==> src/rtl/aes_sched_pkg.sv <==
// Shared types and constants for the AES stream scheduler.
// Holds the output FSM encoding and the status-word layout.
package aes_sched_pkg;

    typedef enum logic {
        ST_DATA = 1'b0,
        ST_STS  = 1'b1
    } sched_state_t;

    localparam logic [31:0] STS_WORD0  = 32'h5000_0000;
    localparam int          STS_NWORDS = 5;
    localparam int          STS_IDX_W  = 3;

endpackage

==> src/rtl/aes_lat_pipe.sv <==
// Fixed-depth delay line tracking beat flags through the AES pipeline.
// Ports: clk, rst (async high), d in, q out after LAT cycles, any = some stage set.
module aes_lat_pipe #(
    parameter int W   = 2,
    parameter int LAT = 30
) (
    input  logic         clk,
    input  logic         rst,
    input  logic [W-1:0] d,
    output logic [W-1:0] q,
    output logic         any
);

    logic [W-1:0] sr_q [LAT];

    always_ff @(posedge clk or posedge rst) begin
        if (rst) begin
            for (int i = 0; i < LAT; i++) begin
                sr_q[i] <= '0;
            end
        end else begin
            sr_q[0] <= d;
            for (int i = 1; i < LAT; i++) begin
                sr_q[i] <= sr_q[i-1];
            end
        end
    end

    assign q = sr_q[LAT-1];

    always_comb begin
        any = 1'b0;
        for (int i = 0; i < LAT; i++) begin
            any = any | (|sr_q[i]);
        end
    end

endmodule

==> src/rtl/aes_stream_sched.sv <==
// Credit-based issue, latency tracking, result pop and S2MM status sequencing.
// Ports: MM2S in_*, issue strobe, res_* FIFO write, rf_* FIFO head/pop, s2mm/sts streams, busy.
module aes_stream_sched
    import aes_sched_pkg::*;
#(
    parameter int C_PIPE_LAT   = 30,
    parameter int C_FIFO_DEPTH = 256,
    parameter int C_CNT_WIDTH  = 9,
    parameter int C_BEAT_BYTES = 16,
    parameter int C_LEN_WIDTH  = 23
) (
    input  logic        m_axi_mm2s_aclk,
    input  logic        rst,
    input  logic        enable,
    input  logic        in_tvalid,
    input  logic        in_tlast,
    output logic        in_tready,
    output logic        issue,
    output logic        res_wr,
    output logic        res_last,
    input  logic        rf_empty,
    input  logic        rf_last,
    output logic        rf_rd,
    output logic        s2mm_tvalid,
    input  logic        s2mm_tready,
    output logic [31:0] sts_tdata,
    output logic [3:0]  sts_tkeep,
    output logic        sts_tvalid,
    output logic        sts_tlast,
    input  logic        sts_tready,
    output logic        busy
);

    localparam logic [C_CNT_WIDTH-1:0] CREDIT_MAX =
        C_CNT_WIDTH'(C_FIFO_DEPTH);
    localparam logic [C_LEN_WIDTH:0] LEN_MAX =
        {1'b0, {C_LEN_WIDTH{1'b1}}};
    localparam logic [C_LEN_WIDTH:0] BEAT_INC =
        (C_LEN_WIDTH+1)'(C_BEAT_BYTES);
    localparam logic [STS_IDX_W-1:0] LAST_IDX =
        STS_IDX_W'(STS_NWORDS - 1);

    logic [C_CNT_WIDTH-1:0] credit_q;
    logic [1:0]             pipe_d;
    logic [1:0]             pipe_q;
    logic                   pipe_any;

    sched_state_t           state_q;
    sched_state_t           state_d;
    logic [STS_IDX_W-1:0]   idx_q;
    logic [STS_IDX_W-1:0]   idx_d;
    logic [C_LEN_WIDTH-1:0] cnt_q;
    logic [C_LEN_WIDTH-1:0] cnt_d;
    logic [C_LEN_WIDTH-1:0] len_q;
    logic [C_LEN_WIDTH-1:0] len_d;
    logic [C_LEN_WIDTH:0]   cnt_sum;
    logic [C_LEN_WIDTH-1:0] cnt_sat;

    // Issue path: a free FIFO slot is reserved at issue time.
    assign in_tready = enable & (credit_q != '0);
    assign issue     = in_tvalid & in_tready;

    always_ff @(posedge m_axi_mm2s_aclk or posedge rst) begin
        if (rst) begin
            credit_q <= CREDIT_MAX;
        end else begin
            case ({issue, rf_rd})
                2'b10:   credit_q <= credit_q - 1'b1;
                2'b01:   credit_q <= credit_q + 1'b1;
                default: credit_q <= credit_q;
            endcase
        end
    end

    // Beat flags follow the data through the AES latency.
    assign pipe_d = {issue, in_tlast & issue};

    aes_lat_pipe #(
        .W   (2),
        .LAT (C_PIPE_LAT)
    ) u_lat_pipe (
        .clk (m_axi_mm2s_aclk),
        .rst (rst),
        .d   (pipe_d),
        .q   (pipe_q),
        .any (pipe_any)
    );

    assign res_wr   = pipe_q[1];
    assign res_last = pipe_q[0];

    // Byte count saturates rather than wrapping on oversize packets.
    assign cnt_sum = {1'b0, cnt_q} + BEAT_INC;
    assign cnt_sat = (cnt_sum > LEN_MAX) ? {C_LEN_WIDTH{1'b1}}
                                         : cnt_sum[C_LEN_WIDTH-1:0];

    always_ff @(posedge m_axi_mm2s_aclk or posedge rst) begin
        if (rst) begin
            state_q <= ST_DATA;
            idx_q   <= '0;
            cnt_q   <= '0;
            len_q   <= '0;
        end else begin
            state_q <= state_d;
            idx_q   <= idx_d;
            cnt_q   <= cnt_d;
            len_q   <= len_d;
        end
    end

    always_comb begin
        state_d     = state_q;
        idx_d       = idx_q;
        cnt_d       = cnt_q;
        len_d       = len_q;
        s2mm_tvalid = 1'b0;
        rf_rd       = 1'b0;
        sts_tvalid  = 1'b0;
        sts_tlast   = 1'b0;
        sts_tdata   = '0;
        unique case (state_q)
            ST_DATA: begin
                s2mm_tvalid = ~rf_empty;
                rf_rd       = ~rf_empty & s2mm_tready;
                if (rf_rd) begin
                    if (rf_last) begin
                        len_d   = cnt_sat;
                        cnt_d   = '0;
                        idx_d   = '0;
                        state_d = ST_STS;
                    end else begin
                        cnt_d = cnt_sat;
                    end
                end
            end
            ST_STS: begin
                sts_tvalid = 1'b1;
                sts_tlast  = (idx_q == LAST_IDX);
                unique case (1'b1)
                    (idx_q == '0):       sts_tdata = STS_WORD0;
                    (idx_q == LAST_IDX): sts_tdata = 32'(len_q);
                    default:             sts_tdata = '0;
                endcase
                if (sts_tready) begin
                    if (idx_q == LAST_IDX) begin
                        state_d = ST_DATA;
                    end else begin
                        idx_d = idx_q + 1'b1;
                    end
                end
            end
            default: state_d = ST_DATA;
        endcase
    end

    assign sts_tkeep = 4'hf;
    assign busy      = pipe_any | ~rf_empty | (state_q == ST_STS);

    a_credit_no_overflow: assert property (
        @(posedge m_axi_mm2s_aclk) disable iff (rst)
        (rf_rd && !issue) |-> (credit_q != CREDIT_MAX)
    );

    a_credit_no_underflow: assert property (
        @(posedge m_axi_mm2s_aclk) disable iff (rst)
        (issue && !rf_rd) |-> (credit_q != '0)
    );

endmodule
==> config.mk <==
export PLATFORM = sky130hd
export DESIGN_NAME = aes_stream_sched
export DESIGN_NICKNAME = d
export VERILOG_FILES = /design/src/rtl/aes_sched_pkg.sv /design/src/rtl/aes_lat_pipe.sv /design/src/rtl/aes_stream_sched.sv
export SDC_FILE = /design/constraint.sdc
export NUM_CORES = 1
export LEC_CHECK = 0
export ABC_AREA = 1
export CAP_MARGIN = 20
export CELL_PAD_IN_SITES_DETAIL_PLACEMENT = 0
export CELL_PAD_IN_SITES_GLOBAL_PLACEMENT = 1
export CORE_ASPECT_RATIO = 0.9
export CORE_UTILIZATION = 43
export DETAILED_ROUTE_END_ITERATION = 16
export PLACE_DENSITY = 0.79
export REMOVE_ABC_BUFFERS = 1
export SLEW_MARGIN = 20
export SYNTH_ARGS = -nofsm -noshare
export SYNTH_HDL_FRONTEND = slang
export SYNTH_SLANG_ARGS = --single-unit
==> constraint.sdc <==
create_clock -name m_axi_mm2s_aclk -period 4.4 [get_ports m_axi_mm2s_aclk]
set_input_delay 0.88 -clock m_axi_mm2s_aclk [delete_from_list [all_inputs] [get_ports m_axi_mm2s_aclk]]
set_output_delay 0.88 -clock m_axi_mm2s_aclk [all_outputs]
set_load 0.1 [all_outputs]
==> insert_results.sql, run 1 <==
INSERT INTO impl_metrics (metric_group, metric, value, unit) VALUES
('min_path', 'hp-class', 'reg2reg', ''),
('power_and_ir_drop', 'power_per_cell_area', '559.2', 'mW/mm^2'),
('timing', 'timing_max_transition_violations_final', '0', ''),
('final_layout', 'layout.cells.non_filler', '826', ''),
('timing', 'timing_worst_slew_pin_value', '0.9623', 'ns'),
('final_layout', 'area.growth.synth_to_final', '18.51', '%'),
('logic_synthesis', 'syn_area', '0.005299', 'sq mm'),
('global_route', 'grt_start_max_net_pins', '67', ''),
('setup_path', 'worst-path-max-fanout', '3', ''),
('timing', 'final_min_period_over_clock_period', '75.09', '%'),
('cts', 'tritoncts_num_sinks', '119', ''),
('setup_path', 'critical_path_launch_point_type', 'flop', ''),
('drt', 'detailedRoute.firstPassIterationCount', '5', ''),
('timing', 'timing.final.crit_period', '3.304', 'ns'),
('setup_path', 'worstPathCellList', 'inv_1, ha_1, nand2_1, nor2_1, clkdlybuf4s50_1', ''),
('cts', 'cts_inserted_buffers', '17', ''),
('min_path', 'worst_hold_path.endpoint', 'u_lat_pipe.sr_q[25]', ''),
('drt', 'dr.first_iter.drc_count', '204', ''),
('drt', 'drt_wl_total', '10130', 'um'),
('floorplanning', 'start_util', '44.05', '%'),
('cts', 'htree_num_levels', '4', ''),
('floorplanning', 'die-area', '0.01277', 'sq mm'),
('place', 'globalplace.congestion', '0.8100', ''),
('timing', 'final-setup-viol-count', '0', ''),
('place', 'io_buffers', '42', ''),
('power_and_ir_drop', 'overall_power_consumption', '3.512', 'mW'),
('logic_synthesis', 'synth_cell_type_count', '31', ''),
('floorplanning', 'fp.coreArea', '0.01203', 'sq mm'),
('global_route', 'grt.overflow.total', '0', ''),
('logic_synthesis', 'fraction_of_the_yosys_area_taken_by_sequential_cells', '56.22', '%'),
('setup_path', 'critical-path-max-stage-delay', '1.16', 'ns'),
('power_and_ir_drop', 'p_leak', '3.256', 'nW'),
('global_route', 'grt_pass1_wl', '17980', 'um'),
('min_path', 'hold_path_depth', '0', ''),
('place', 'dpl_cell_area', '0.005737', 'sq mm'),
('drt', 'drc_errors', '0', ''),
('min_path', 'worst_hold_startpoint', 'u_lat_pipe.sr_q[27]', ''),
('setup_path', 'r2r_slack', '1.79', 'ns'),
('cts', 'insertion_delay', '0.40', 'ns'),
('final_layout', 'final_net_count', '675', ''),
('drt', 'route.detailed.wl_per_inst', '12.27', 'um'),
('final_layout', 'drive_gt1_share', '13.21', '%'),
('floorplanning', 'rows', '38', ''),
('cts', 'clock_tree_from_tritoncts', 'yes', ''),
('timing', 'hold_fails_final_rpt', '0', ''),
('status', 'outcome', 'complete, no violations', ''),
('logic_synthesis', 'yosys_warnings', '0', ''),
('drt', 'detail-route-antenna-nets', '0', ''),
('logic_synthesis', 'library_cell_with_the_largest_summed_area_after_synthesis', 'sky130_fd_sc_hd__dfrtp_1', ''),
('timing', 'whs', '0.3678', 'ns'),
('global_route', 'grt_antenna_before_repair', '0', ''),
('floorplanning', 'die_y', '107.3', 'um'),
('logic_synthesis', 'synth_cells', '605', ''),
('timing', 'timing.clock.skew', '0.009880', 'ns'),
('final_layout', 'n_antenna_cell', '0', ''),
('drt', 'num_vias', '3815', ''),
('cts', 'cts_hold_buf', '0', ''),
('setup_path', 'critical_path.slowest_cell', 'sky130_fd_sc_hd__clkdlybuf4s50_1', ''),
('place', 'numPlacedInstances', '794', ''),
('cts', 'clock_transition_at_path_regs', '0.06', 'ns'),
('timing', 'rsz0062_at_grt', 'false', ''),
('logic_synthesis', 'register_bit_count_reported_by_yosys', '119', ''),
('cts', 'cts_buffer_depth', '2', ''),
('timing', 'slew_headroom', '35.64', '%'),
('cts', 'post_cts.resized_instances', '0', ''),
('setup_path', 'worst_ep_required_time', '3.52', 'ns'),
('flow_run', 'max_cap_viol_count', '0', ''),
('setup_path', 'reg2regPathDepth', '18', ''),
('power_and_ir_drop', 'worst_ir_drop_vdd', '0.0002242', 'V'),
('setup_path', 'worstPathArrival', '2.42', 'ns'),
('timing', 'totalNegativeSetupSlack', '0', 'ns');
==> cell type report <==
| type | instances | area (sq um) |
|---|---|---|
| fill | 1103 | 5749 |
| tap | 160 | 200.2 |
| clock inverter | 15 | 117.6 |
| multi-input combinational | 410 | 1941 |
| sequential | 119 | 2979 |
| clock buffer | 17 | 425.4 |
| inverter | 59 | 224.0 |
| timing repair buffer | 46 | 392.9 |
==> worst max-delay path by stage <==
stage / from / to / slack, ns / cells past startpoint
global placement: rf_empty / busy / 1.16 / 7
global route: idx_q[0] / sts_tdata[28] / 0.93 / 5
finish: idx_q[0] / sts_tdata[30] / 1.10 / 5
detailed placement: rf_empty / busy / 1.16 / 7
CTS: idx_q[0] / sts_tdata[30] / 1.07 / 5
floorplan: state_q / sts_tdata[0] / -1.05 / 4
==> cell usage in the layout, fill, tap and decap left out, types with 8 or more instances in the layout <==
master and instances:
sky130_fd_sc_hd__inv_1 57, sky130_fd_sc_hd__nor4_1 14, sky130_fd_sc_hd__buf_4 31, sky130_fd_sc_hd__ha_1 12, sky130_fd_sc_hd__dfrtp_1 118, sky130_fd_sc_hd__conb_1 11
sky130_fd_sc_hd__clkbuf_16 17, sky130_fd_sc_hd__xor2_1 9, sky130_fd_sc_hd__nand3_1 16, sky130_fd_sc_hd__nor2_1 61, sky130_fd_sc_hd__nand2_1 224, sky130_fd_sc_hd__nand2_2 14
sky130_fd_sc_hd__a21oi_1 13, sky130_fd_sc_hd__clkdlybuf4s50_1 14, sky130_fd_sc_hd__o21ai_0 8
==> logic make-up after synthesis <==
| logic type | after synthesis | synth area share [%] |
|---|---|---|
| simple gates | 343 | 27.18 |
| flops | 119 | 56.22 |
| buf+inv | 85 | 7.792 |
| compound gates | 27 | 2.810 |
| xor+xnor | 16 | 2.645 |
| fa+ha+maj | 13 | 3.211 |
| other cells | 2 | 0.1417 |
==> per-stage QoR <==
| step | utilization [%] | worst slack [ns] |
|---|---|---|
| floorplan | - | -1.048 |
| global placement | 47.69 | 1.159 |
| detailed placement | 47.69 | 1.163 |
| CTS | 52.21 | 1.070 |
| global route | 52.21 | 0.9292 |
| finish | 52.21 | 1.096 |
==> synthesized netlist by cell type <==
cell type and count:
sky130_fd_sc_hd__nor2_1 61, sky130_fd_sc_hd__nor2_2 2, sky130_fd_sc_hd__dfrtp_1 118, sky130_fd_sc_hd__a21o_1 1, sky130_fd_sc_hd__clkbuf_1 5, sky130_fd_sc_hd__o31ai_1 1
sky130_fd_sc_hd__nor3_1 1, sky130_fd_sc_hd__a31oi_1 1, sky130_fd_sc_hd__nor4_1 14, sky130_fd_sc_hd__nand3_2 1, sky130_fd_sc_hd__nand2_2 14, sky130_fd_sc_hd__buf_2 3
sky130_fd_sc_hd__buf_6 6, sky130_fd_sc_hd__inv_1 58, sky130_fd_sc_hd__o21ai_0 8, sky130_fd_sc_hd__nand4_1 6, sky130_fd_sc_hd__xor2_1 9, sky130_fd_sc_hd__nand4_4 1
sky130_fd_sc_hd__or2_2 1, sky130_fd_sc_hd__conb_1 2, sky130_fd_sc_hd__o21bai_1 3, sky130_fd_sc_hd__xnor2_1 7, sky130_fd_sc_hd__nand2_1 224, sky130_fd_sc_hd__dfstp_2 1
sky130_fd_sc_hd__fa_1 1, sky130_fd_sc_hd__ha_1 12, sky130_fd_sc_hd__inv_2 1, sky130_fd_sc_hd__a21oi_1 13, sky130_fd_sc_hd__nand3_1 16, sky130_fd_sc_hd__buf_4 12
sky130_fd_sc_hd__nor2_4 2
==> per-layer routing <==
metal	up-vias	wire [um]	GRT usage (%)	share of wire (%)
met5	-	0	0	0
met4	0	104	6.962	1.0
met3	9	353	4.131	3.5
met2	75	4298	25.25	42
met1	1785	5377	26.73	53
li1	1946	-	-	-
==> power breakdown <==
group	switching, mW	internal [mW]
Clock	0.519	0.730
Sequential	0.107	1.21
Combinational	0.669	0.275
==> registers in the layout, indices dropped and copies added, names as in the netlist <==
signal	flops
state_q	1
cnt_q	23
u_lat_pipe.q	2
credit_q	9
idx_q	3
u_lat_pipe.sr_q	58
len_q	23
==> worst max-delay path, delay by kind of cell, from the launching register on <==
family                     cells  cell delay, ns
adders and majority gates      1            0.18
and+or+nand+nor                2            0.21
DFF                            1            0.38
buffers and inverters          2            1.25
No activity file was read; power rests on OpenSTA's default activity.
==> run 2: changes to the inputs <==
==> constraint.sdc (replaced) <==
create_clock -name m_axi_mm2s_aclk -period 3.4 [get_ports m_axi_mm2s_aclk]
set_input_delay 0.68 -clock m_axi_mm2s_aclk [delete_from_list [all_inputs] [get_ports m_axi_mm2s_aclk]]
set_output_delay 0.68 -clock m_axi_mm2s_aclk [all_outputs]
set_load 0.1 [all_outputs]
==> insert_results.sql, run 2 (synthesis gave the netlist of run 1 again) <==
INSERT INTO impl_metrics (metric_group, metric, value, unit) VALUES
('status', 'outcome', 'complete, no violations', ''),
('cts', 'insertion_delay', '0.42', 'ns'),
('place', 'dp_slack', '0.3144', 'ns'),
('setup_path', 'worst-path-max-fanout', '23', ''),
('timing', 'timing_max_transition_violations_final', '0', ''),
('floorplanning', 'ioPinCount', '54', ''),
('final_layout', 'nFillCells', '1121', ''),
('place', 'place.detailed.hpwl', '7145', 'um'),
('cts', 'htree_num_levels', '4', ''),
('final_layout', 'layout.cells.non_filler', '827', ''),
('cts', 'ctsRootBufferMaster', 'sky130_fd_sc_hd__clkbuf_16', ''),
('setup_path', 'critical_path.slowest_cell', 'sky130_fd_sc_hd__dfrtp_1', ''),
('final_layout', 'drive_gt1_share', '13.79', '%'),
('global_route', 'via_count_of_the_first_global_routing_pass', '3736', ''),
('timing', 'final-setup-viol-count', '0', ''),
('final_layout', 'layout.core_utilization', '53.05', '%'),
('timing', 'totalNegativeSetupSlack', '0', 'ns'),
('cts', 'tritoncts_num_sinks', '119', ''),
('timing', 'fmax', '0.3368', 'GHz'),
('power_and_ir_drop', 'worst_ir_drop_vdd', '0.0003942', 'V'),
('place', 'dpl_cell_area', '0.005762', 'sq mm'),
('flow_run', 'max_cap_viol_count', '0', ''),
('min_path', 'hp-class', 'reg2reg', ''),
('setup_path', 'critical_path_buf_inv_count', '3', ''),
('drt', 'drc_errors', '0', ''),
('timing', 'rsz0062_at_grt', 'false', ''),
('timing', 'whs', '0.3695', 'ns'),
('place', 'globalplace.congestion', '0.7742', ''),
('power_and_ir_drop', 'power_per_cell_area', '751.8', 'mW/mm^2'),
('global_route', 'groute.usage.overall', '18.67', '%'),
('floorplanning', 'die_y', '107.3', 'um'),
('setup_path', 'worstPathCellList', 'inv_1, ha_1, nand2_1, nor2_1, inv_1, nor2_1, buf_4', ''),
('place', 'numPlacedInstances', '797', ''),
('place', 'io_buffers', '42', ''),
('drt', 'dr.first_iter.drc_count', '183', ''),
('drt', 'drt_wl_total', '10690', 'um'),
('final_layout', 'n_antenna_cell', '0', ''),
('cts', 'post-cts-setup-buffer-count', '0', ''),
('setup_path', 'timing.setup.critical_path_class', 'reg2out', ''),
('setup_path', 'critical_path_launch_point_type', 'flop', ''),
('drt', 'detailedRoute.firstPassIterationCount', '6', ''),
('final_layout', 'reg_with_most_ffs', 'u_lat_pipe.sr_q', ''),
('cts', 'post_cts.resized_instances', '0', ''),
('global_route', 'grt.overflow.total', '0', ''),
('timing', 'final.setup.worst_slack', '0.4310', 'ns'),
('drt', 'detail-route-antenna-nets', '0', ''),
('drt', 'vias_per_cell', '4.686', ''),
('global_route', 'grt_antenna_before_repair', '0', ''),
('cts', 'cts_buffer_depth', '2', ''),
('floorplanning', 'rows', '38', ''),
('global_route', 'grt_pass1_wl', '18280', 'um'),
('power_and_ir_drop', 'p_leak', '3.302', 'nW'),
('drt', 'num_vias', '3875', ''),
('final_layout', 'commonest_cells_after_routing_fill_and_taps_aside', 'sky130_fd_sc_hd__nand2_1 (224), sky130_fd_sc_hd__dfrtp_1 (118), sky130_fd_sc_hd__nor2_1 (61), sky130_fd_sc_hd__inv_1 (57), sky130_fd_sc_hd__buf_4 (37)', ''),
('floorplanning', 'fp.coreArea', '0.01203', 'sq mm'),
('final_layout', 'area.growth.synth_to_final', '20.43', '%'),
('timing', 'hold_fails_final_rpt', '0', ''),
('timing', 'timing.clock.skew', '0.01276', 'ns'),
('floorplanning', 'start_util', '44.05', '%'),
('setup_path', 'critical-path-max-stage-delay', '0.40', 'ns'),
('final_layout', 'final_common_cell', 'sky130_fd_sc_hd__nand2_1', ''),
('final_layout', 'design_area', '0.006381', 'sq mm'),
('timing', 'timing.final.crit_period', '2.969', 'ns'),
('setup_path', 'cp-end-kind', 'output port', ''),
('final_layout', 'multi_input_comb_area', '0.001941', 'sq mm'),
('setup_path', 'worst_ep_required_time', '2.72', 'ns'),
('cts', 'clock_tree_from_tritoncts', 'yes', ''),
('global_route', 'grt_start_max_net_pins', '79', ''),
('final_layout', 'largest_reg_flops', '58', ''),
('floorplanning', 'die-area', '0.01277', 'sq mm'),
('power_and_ir_drop', 'overall_power_consumption', '4.797', 'mW'),
('timing', 'final_min_period_over_clock_period', '87.32', '%'),
('drt', 'route.detailed.wl_per_inst', '12.92', 'um'),
('final_layout', 'final_net_count', '678', ''),
('final_layout', 'seq_area', '0.002979', 'sq mm'),
('cts', 'cts_hold_buf', '0', ''),
('setup_path', 'worst_path_dominant_cell_family', 'buffers and inverters', ''),
('cts', 'clock_transition_at_path_regs', '0.06', 'ns'),
('timing', 'timing_worst_slew_pin_value', '0.9684', 'ns'),
('timing', 'slew_headroom', '35.24', '%'),
('cts', 'cts_inserted_buffers', '17', ''),
('final_layout', 'layout_top_registers', 'u_lat_pipe.sr_q (58), cnt_q (23), len_q (23)', ''),
('floorplanning', 'dieWidth', '119.0', 'um'),
('setup_path', 'worstPathArrival', '2.29', 'ns');
run 2: cell count changes in the layout (fill, tap and decap cells not counted):
| cell | before | now |
|---|---|---|
| sky130_fd_sc_hd__inv_6 | 7 | 0 |
| sky130_fd_sc_hd__clkdlybuf4s50_1 | 14 | 10 |
| sky130_fd_sc_hd__buf_4 | 31 | 37 |
| sky130_fd_sc_hd__bufinv_16 | 0 | 4 |
| sky130_fd_sc_hd__clkinv_2 | 3 | 0 |
| sky130_fd_sc_hd__clkbuf_1 | 0 | 1 |
| sky130_fd_sc_hd__buf_12 | 1 | 2 |
| sky130_fd_sc_hd__clkinvlp_4 | 2 | 4 |
| sky130_fd_sc_hd__clkbuf_8 | 0 | 1 |
run 2: worst reg2reg max path, stage by stage, from the launching register on:
cell	delay, ns
sky130_fd_sc_hd__dfrtp_1	0.43
sky130_fd_sc_hd__nor3_1	0.30
sky130_fd_sc_hd__nand4_1	0.15
sky130_fd_sc_hd__nand2_1	0.09
sky130_fd_sc_hd__inv_1	0.05
sky130_fd_sc_hd__nand2_1	0.11
sky130_fd_sc_hd__ha_1	0.21
sky130_fd_sc_hd__inv_1	0.18
sky130_fd_sc_hd__ha_1	0.41
sky130_fd_sc_hd__nand2_1	0.14
sky130_fd_sc_hd__nand2_1	0.06
sky130_fd_sc_hd__a21oi_1	0.11
sky130_fd_sc_hd__nand2_1	0.07
sky130_fd_sc_hd__xor2_1	0.14
sky130_fd_sc_hd__nand2_1	0.06
sky130_fd_sc_hd__nand2_1	0.05
run 2: where the power goes:
group | switching (mW) | internal (mW)
sequential | 0.142 | 1.57
combinational | 0.871 | 0.350
clock | 0.627 | 1.24
run 2: metal layers:
layer  part of all wire, %  global-route usage (%)  up-vias
met1                    52                   25.86     1831
met5                     0                       0        -
li1                      -                       -     1953
met3                   3.6                   4.767       15
met4                   1.4                   7.595        0
met2                    43                   27.95       76
run 2: final timing paths:
path                       slack, ns                start  cells after the start                  end
min reg2reg                     0.37  u_lat_pipe.sr_q[41]                      0  u_lat_pipe.sr_q[39]
max                             0.43             idx_q[0]                      7        sts_tdata[18]
max in group asynchronous       1.78                  rst                      3            cnt_q[11]
min in group asynchronous       0.85                  rst                      2  u_lat_pipe.sr_q[16]
min                             0.37  u_lat_pipe.sr_q[41]                      0  u_lat_pipe.sr_q[39]
max reg2reg                     0.76          credit_q[1]                     15          credit_q[5]
run 2: layout make-up:
cell class	count	share of cell area, %
clock buffers	19	6.941
clock inverters	11	2.765
well taps	160	3.137
multi-input cells	410	30.41
inverters	59	3.510
flip-flops and latches	119	46.69
repair buffers	49	6.549
==> run 3: changes to the inputs <==
--- a/config.mk
+++ b/config.mk
@@ -5,14 +5,13 @@
 export SDC_FILE = /design/constraint.sdc
 export NUM_CORES = 1
 export LEC_CHECK = 0
-export ABC_AREA = 1
 export CAP_MARGIN = 20
 export CELL_PAD_IN_SITES_DETAIL_PLACEMENT = 0
 export CELL_PAD_IN_SITES_GLOBAL_PLACEMENT = 1
 export CORE_ASPECT_RATIO = 0.9
 export CORE_UTILIZATION = 43
 export DETAILED_ROUTE_END_ITERATION = 16
-export PLACE_DENSITY = 0.79
+export PLACE_DENSITY = 0.76
 export REMOVE_ABC_BUFFERS = 1
 export SLEW_MARGIN = 20
 export SYNTH_ARGS = -nofsm -noshare
==> insert_results.sql, run 3 <==
INSERT INTO impl_metrics (metric_group, metric, value, unit) VALUES
('setup_path', 'worst_ep_required_time', '3.71', 'ns'),
('logic_synthesis', 'yosys_warnings', '0', ''),
('global_route', 'via_count_of_the_first_global_routing_pass', '3680', ''),
('final_layout', 'area.growth.synth_to_final', '22.31', '%'),
('final_layout', 'n_antenna_cell', '0', ''),
('drt', 'topRoutingLayerUsed', 'met4', ''),
('final_layout', 'layout.core_utilization', '54.65', '%'),
('global_route', 'grt_antenna_before_repair', '0', ''),
('setup_path', 'timing.setup.critical_path_class', 'in2reg', ''),
('logic_synthesis', 'synth_area_per_cell', '10.96', 'sq um'),
('floorplanning', 'ioPinCount', '54', ''),
('power_and_ir_drop', 'worst_ir_drop_vdd', '0.0003685', 'V'),
('cts', 'htree_num_levels', '4', ''),
('logic_synthesis', 'ys_async_sr_fraction', '100.0', '%'),
('min_path', 'hp-class', 'reg2reg', ''),
('logic_synthesis', 'ys_dominant_reg_cell', 'sky130_fd_sc_hd__dfrtp_1', ''),
('timing', 'timing_worst_slew_pin_value', '0.6725', 'ns'),
('setup_path', 'crit_path_start', 'rf_empty', ''),
('cts', 'post-cts-setup-buffer-count', '0', ''),
('cts', 'cts_hold_buf', '0', ''),
('floorplanning', 'dieWidth', '117.6', 'um'),
('floorplanning', 'rows', '37', ''),
('drt', 'detailroute.wirelength.met3', '392', 'um'),
('power_and_ir_drop', 'p_leak', '2.970', 'nW'),
('global_route', 'grt_pass1_wl', '18420', 'um'),
('logic_synthesis', 'ys_top_cells_by_area', 'sky130_fd_sc_hd__dfrtp_1 (57%), sky130_fd_sc_hd__and2_1 (3.5%), sky130_fd_sc_hd__nor2_1 (3.0%), sky130_fd_sc_hd__ha_1 (2.9%), sky130_fd_sc_hd__xnor2_1 (2.9%)', ''),
('timing', 'totalNegativeSetupSlack', '0', 'ns'),
('timing', 'fmax', '0.3227', 'GHz'),
('timing', 'final_min_period_over_clock_period', '91.15', '%'),
('setup_path', 'worst-path-max-fanout', '6', ''),
('cts', 'clock_transition_at_path_regs', '0.05', 'ns'),
('drt', 'drc_errors', '0', ''),
('flow_run', 'max_cap_viol_count', '0', ''),
('setup_path', 'cp-endpoint', 'credit_q[8]', ''),
('setup_path', 'crit-reg2reg-launch', 'credit_q[0]', ''),
('timing', 'final.setup.worst_slack', '0.3009', 'ns'),
('drt', 'met2_length', '4867', 'um'),
('timing', 'timing.final.crit_period', '3.099', 'ns'),
('logic_synthesis', 'library_cell_with_the_largest_summed_area_after_synthesis', 'sky130_fd_sc_hd__dfrtp_1', ''),
('timing', 'final-setup-viol-count', '0', ''),
('final_layout', 'final_net_count', '548', ''),
('final_layout', 'final_common_cell', 'sky130_fd_sc_hd__dfrtp_1', ''),
('logic_synthesis', 'synth_cells', '472', ''),
('drt', 'num_vias', '3620', ''),
('logic_synthesis', 'synth_top_cells_by_count', 'sky130_fd_sc_hd__dfrtp_1 (118), sky130_fd_sc_hd__nor2_1 (42), sky130_fd_sc_hd__and2_1 (29)', ''),
('setup_path', 'worst_r2r_endpoint', 'credit_q[8]', ''),
('cts', 'clock_tree_from_tritoncts', 'yes', ''),
('floorplanning', 'die-area', '0.01247', 'sq mm'),
('status', 'outcome', 'complete, no violations', ''),
('setup_path', 'reg2regPathDepth', '11', ''),
('logic_synthesis', 'register_bit_count_reported_by_yosys', '119', ''),
('timing', 'slew_headroom', '55.06', '%'),
('global_route', 'groute.usage.overall', '19.01', '%'),
('timing', 'rsz0062_at_grt', 'false', ''),
('final_layout', 'reg_with_most_ffs', 'u_lat_pipe.sr_q', ''),
('logic_synthesis', 'fraction_of_the_yosys_area_taken_by_sequential_cells', '57.61', '%'),
('setup_path', 'critical_path_launch_point_type', 'input pin', ''),
('floorplanning', 'fp.coreArea', '0.01157', 'sq mm'),
('logic_synthesis', 'synth_most_common_cell', 'sky130_fd_sc_hd__dfrtp_1', ''),
('final_layout', 'drive_gt1_share', '18.00', '%'),
('logic_synthesis', 'synth_top_area_share', '57.10', '%'),
('place', 'dp_slack', '-0.1369', 'ns'),
('floorplanning', 'die_y', '106.0', 'um'),
('power_and_ir_drop', 'power_per_cell_area', '862.0', 'mW/mm^2'),
('drt', 'wl_met1', '5130', 'um'),
('place', 'place.detailed.hpwl', '6766', 'um'),
('cts', 'cts_buffer_depth', '2', ''),
('cts', 'cts_inserted_buffers', '17', ''),
('timing', 'timing.clock.skew', '0.01400', 'ns'),
('logic_synthesis', 'synth_cell_type_count', '51', ''),
('cts', 'post_cts.resized_instances', '0', ''),
('cts', 'tritoncts_num_sinks', '119', ''),
('cts', 'ctsRootBufferMaster', 'sky130_fd_sc_hd__clkbuf_16', ''),
('place', 'globalplace.congestion', '0.8582', ''),
('cts', 'insertion_delay', '0.42', 'ns'),
('final_layout', 'commonest_cells_after_routing_fill_and_taps_aside', 'sky130_fd_sc_hd__dfrtp_1 (118), sky130_fd_sc_hd__buf_4 (50), sky130_fd_sc_hd__nor2_1 (42), sky130_fd_sc_hd__and2_1 (29), sky130_fd_sc_hd__a21oi_1 (27)', ''),
('drt', 'drt_wl_total', '10530', 'um'),
('global_route', 'grt.overflow.total', '0', ''),
('timing', 'hold_fails_final_rpt', '0', ''),
('timing', 'timing_max_transition_violations_final', '0', ''),
('drt', 'detailedRoute.firstPassIterationCount', '5', ''),
('logic_synthesis', 'syn_area', '0.005171', 'sq mm'),
('drt', 'route.detailed.wl_per_inst', '15.15', 'um'),
('floorplanning', 'start_util', '44.68', '%'),
('global_route', 'grt_start_max_net_pins', '50', ''),
('setup_path', 'r2r_slack', '0.32', 'ns'),
('place', 'io_buffers', '42', ''),
('drt', 'dr.first_iter.drc_count', '258', ''),
('logic_synthesis', 'synth_edf_count', '0', ''),
('setup_path', 'worstPathArrival', '3.41', 'ns'),
('drt', 'detail-route-antenna-nets', '0', ''),
('final_layout', 'largest_reg_flops', '58', ''),
('drt', 'vias_per_cell', '5.209', ''),
('setup_path', 'cp-end-kind', 'flop', ''),
('final_layout', 'layout_top_registers', 'u_lat_pipe.sr_q (58), cnt_q (23), len_q (23)', '');
==> run 3: cell types whose count changed after synthesis, moves of 11 or more <==
cell / previous run / this run
sky130_fd_sc_hd__and2_1: 0 / 29
sky130_fd_sc_hd__nor2_1: 61 / 42
sky130_fd_sc_hd__nand2_2: 14 / 0
sky130_fd_sc_hd__nor3_1: 1 / 12
sky130_fd_sc_hd__nand2_1: 224 / 23
sky130_fd_sc_hd__a31oi_1: 1 / 23
sky130_fd_sc_hd__inv_1: 58 / 14
sky130_fd_sc_hd__and3_1: 0 / 14
sky130_fd_sc_hd__a21oi_1: 13 / 27
==> run 3: critical path: stages <==
cell and delay [ns]:
sky130_fd_sc_hd__clkdlybuf4s50_1 0.49, sky130_fd_sc_hd__nor2_1 0.06, sky130_fd_sc_hd__nand2_1 0.17, sky130_fd_sc_hd__inv_1 0.09
sky130_fd_sc_hd__ha_1 0.20, sky130_fd_sc_hd__inv_1 0.18, sky130_fd_sc_hd__ha_1 0.30, sky130_fd_sc_hd__and3_1 0.20
sky130_fd_sc_hd__a221o_1 0.38, sky130_fd_sc_hd__a21oi_1 0.18, sky130_fd_sc_hd__mux2_2 0.36, sky130_fd_sc_hd__o32ai_1 0.12
==> run 3: through the flow <==
stage | instance area (sq um) | std cells | power, mW | hold WS (ns)
CTS | 6325 | 695 | 5.495 | 0.3757
finish | 6325 | 695 | 5.452 | 0.3746
global route | 6325 | 695 | 5.744 | 0.3816
floorplan | 4992 | 445 | 3.212 | 0.3540
detailed placement | 5725 | 663 | 3.690 | 0.3609
global placement | 5725 | 663 | 3.626 | 0.3553
==> run 3: cells by family (layout without fill, tap and decap cells) <==
group,count (synthesis),in the layout,synth area share (%)
flops,119,119,57.61
mux,2,2,0.4355
fa+ha+maj,13,13,3.291
simple gates,167,167,17.69
xor+xnor,24,24,4.065
buf+inv,50,108,5.129
compound gates,95,95,11.64
other cells,2,11,0.1452
==> run 3: cell type report <==
| cell class | instances | area (sq um) |
|---|---|---|
| tap | 156 | 195.2 |
| fill | 1037 | 5249 |
| clock buffer | 20 | 446.7 |
| timing repair buffer | 62 | 535.5 |
| inverter | 14 | 55.05 |
| sequential | 119 | 2979 |
| multi-input combinational | 312 | 1961 |
| clock inverter | 12 | 152.6 |
==> run 3: where the power goes <==
| part | internal, mW | leakage (nW) | switching (mW) |
|---|---|---|---|
| Combinational | 0.610 | 1.15 | 1.17 |
| Sequential | 1.69 | 1.54 | 0.199 |
| Clock | 1.17 | 0.282 | 0.617 |
==> run 3: how the worst min path moves through the flow <==
stage                                   start             endpoint  slack, ns  cells after the start
after global placement    u_lat_pipe.sr_q[24]  u_lat_pipe.sr_q[22]       0.36                      0
after floorplan           u_lat_pipe.sr_q[12]  u_lat_pipe.sr_q[10]       0.35                      0
after detailed placement  u_lat_pipe.sr_q[47]  u_lat_pipe.sr_q[45]       0.36                      0
after CTS                 u_lat_pipe.sr_q[32]  u_lat_pipe.sr_q[30]       0.38                      0
final                     u_lat_pipe.sr_q[32]  u_lat_pipe.sr_q[30]       0.37                      0
after global routing       u_lat_pipe.sr_q[4]   u_lat_pipe.sr_q[2]       0.38                      0
==> run 3: per-layer routing <==
layer / up-vias / track usage [%]
met5: - / 0
met4: 0 / 8.791
met3: 10 / 4.667
met2: 75 / 28.40
met1: 1784 / 26.19
li1: 1751 / -
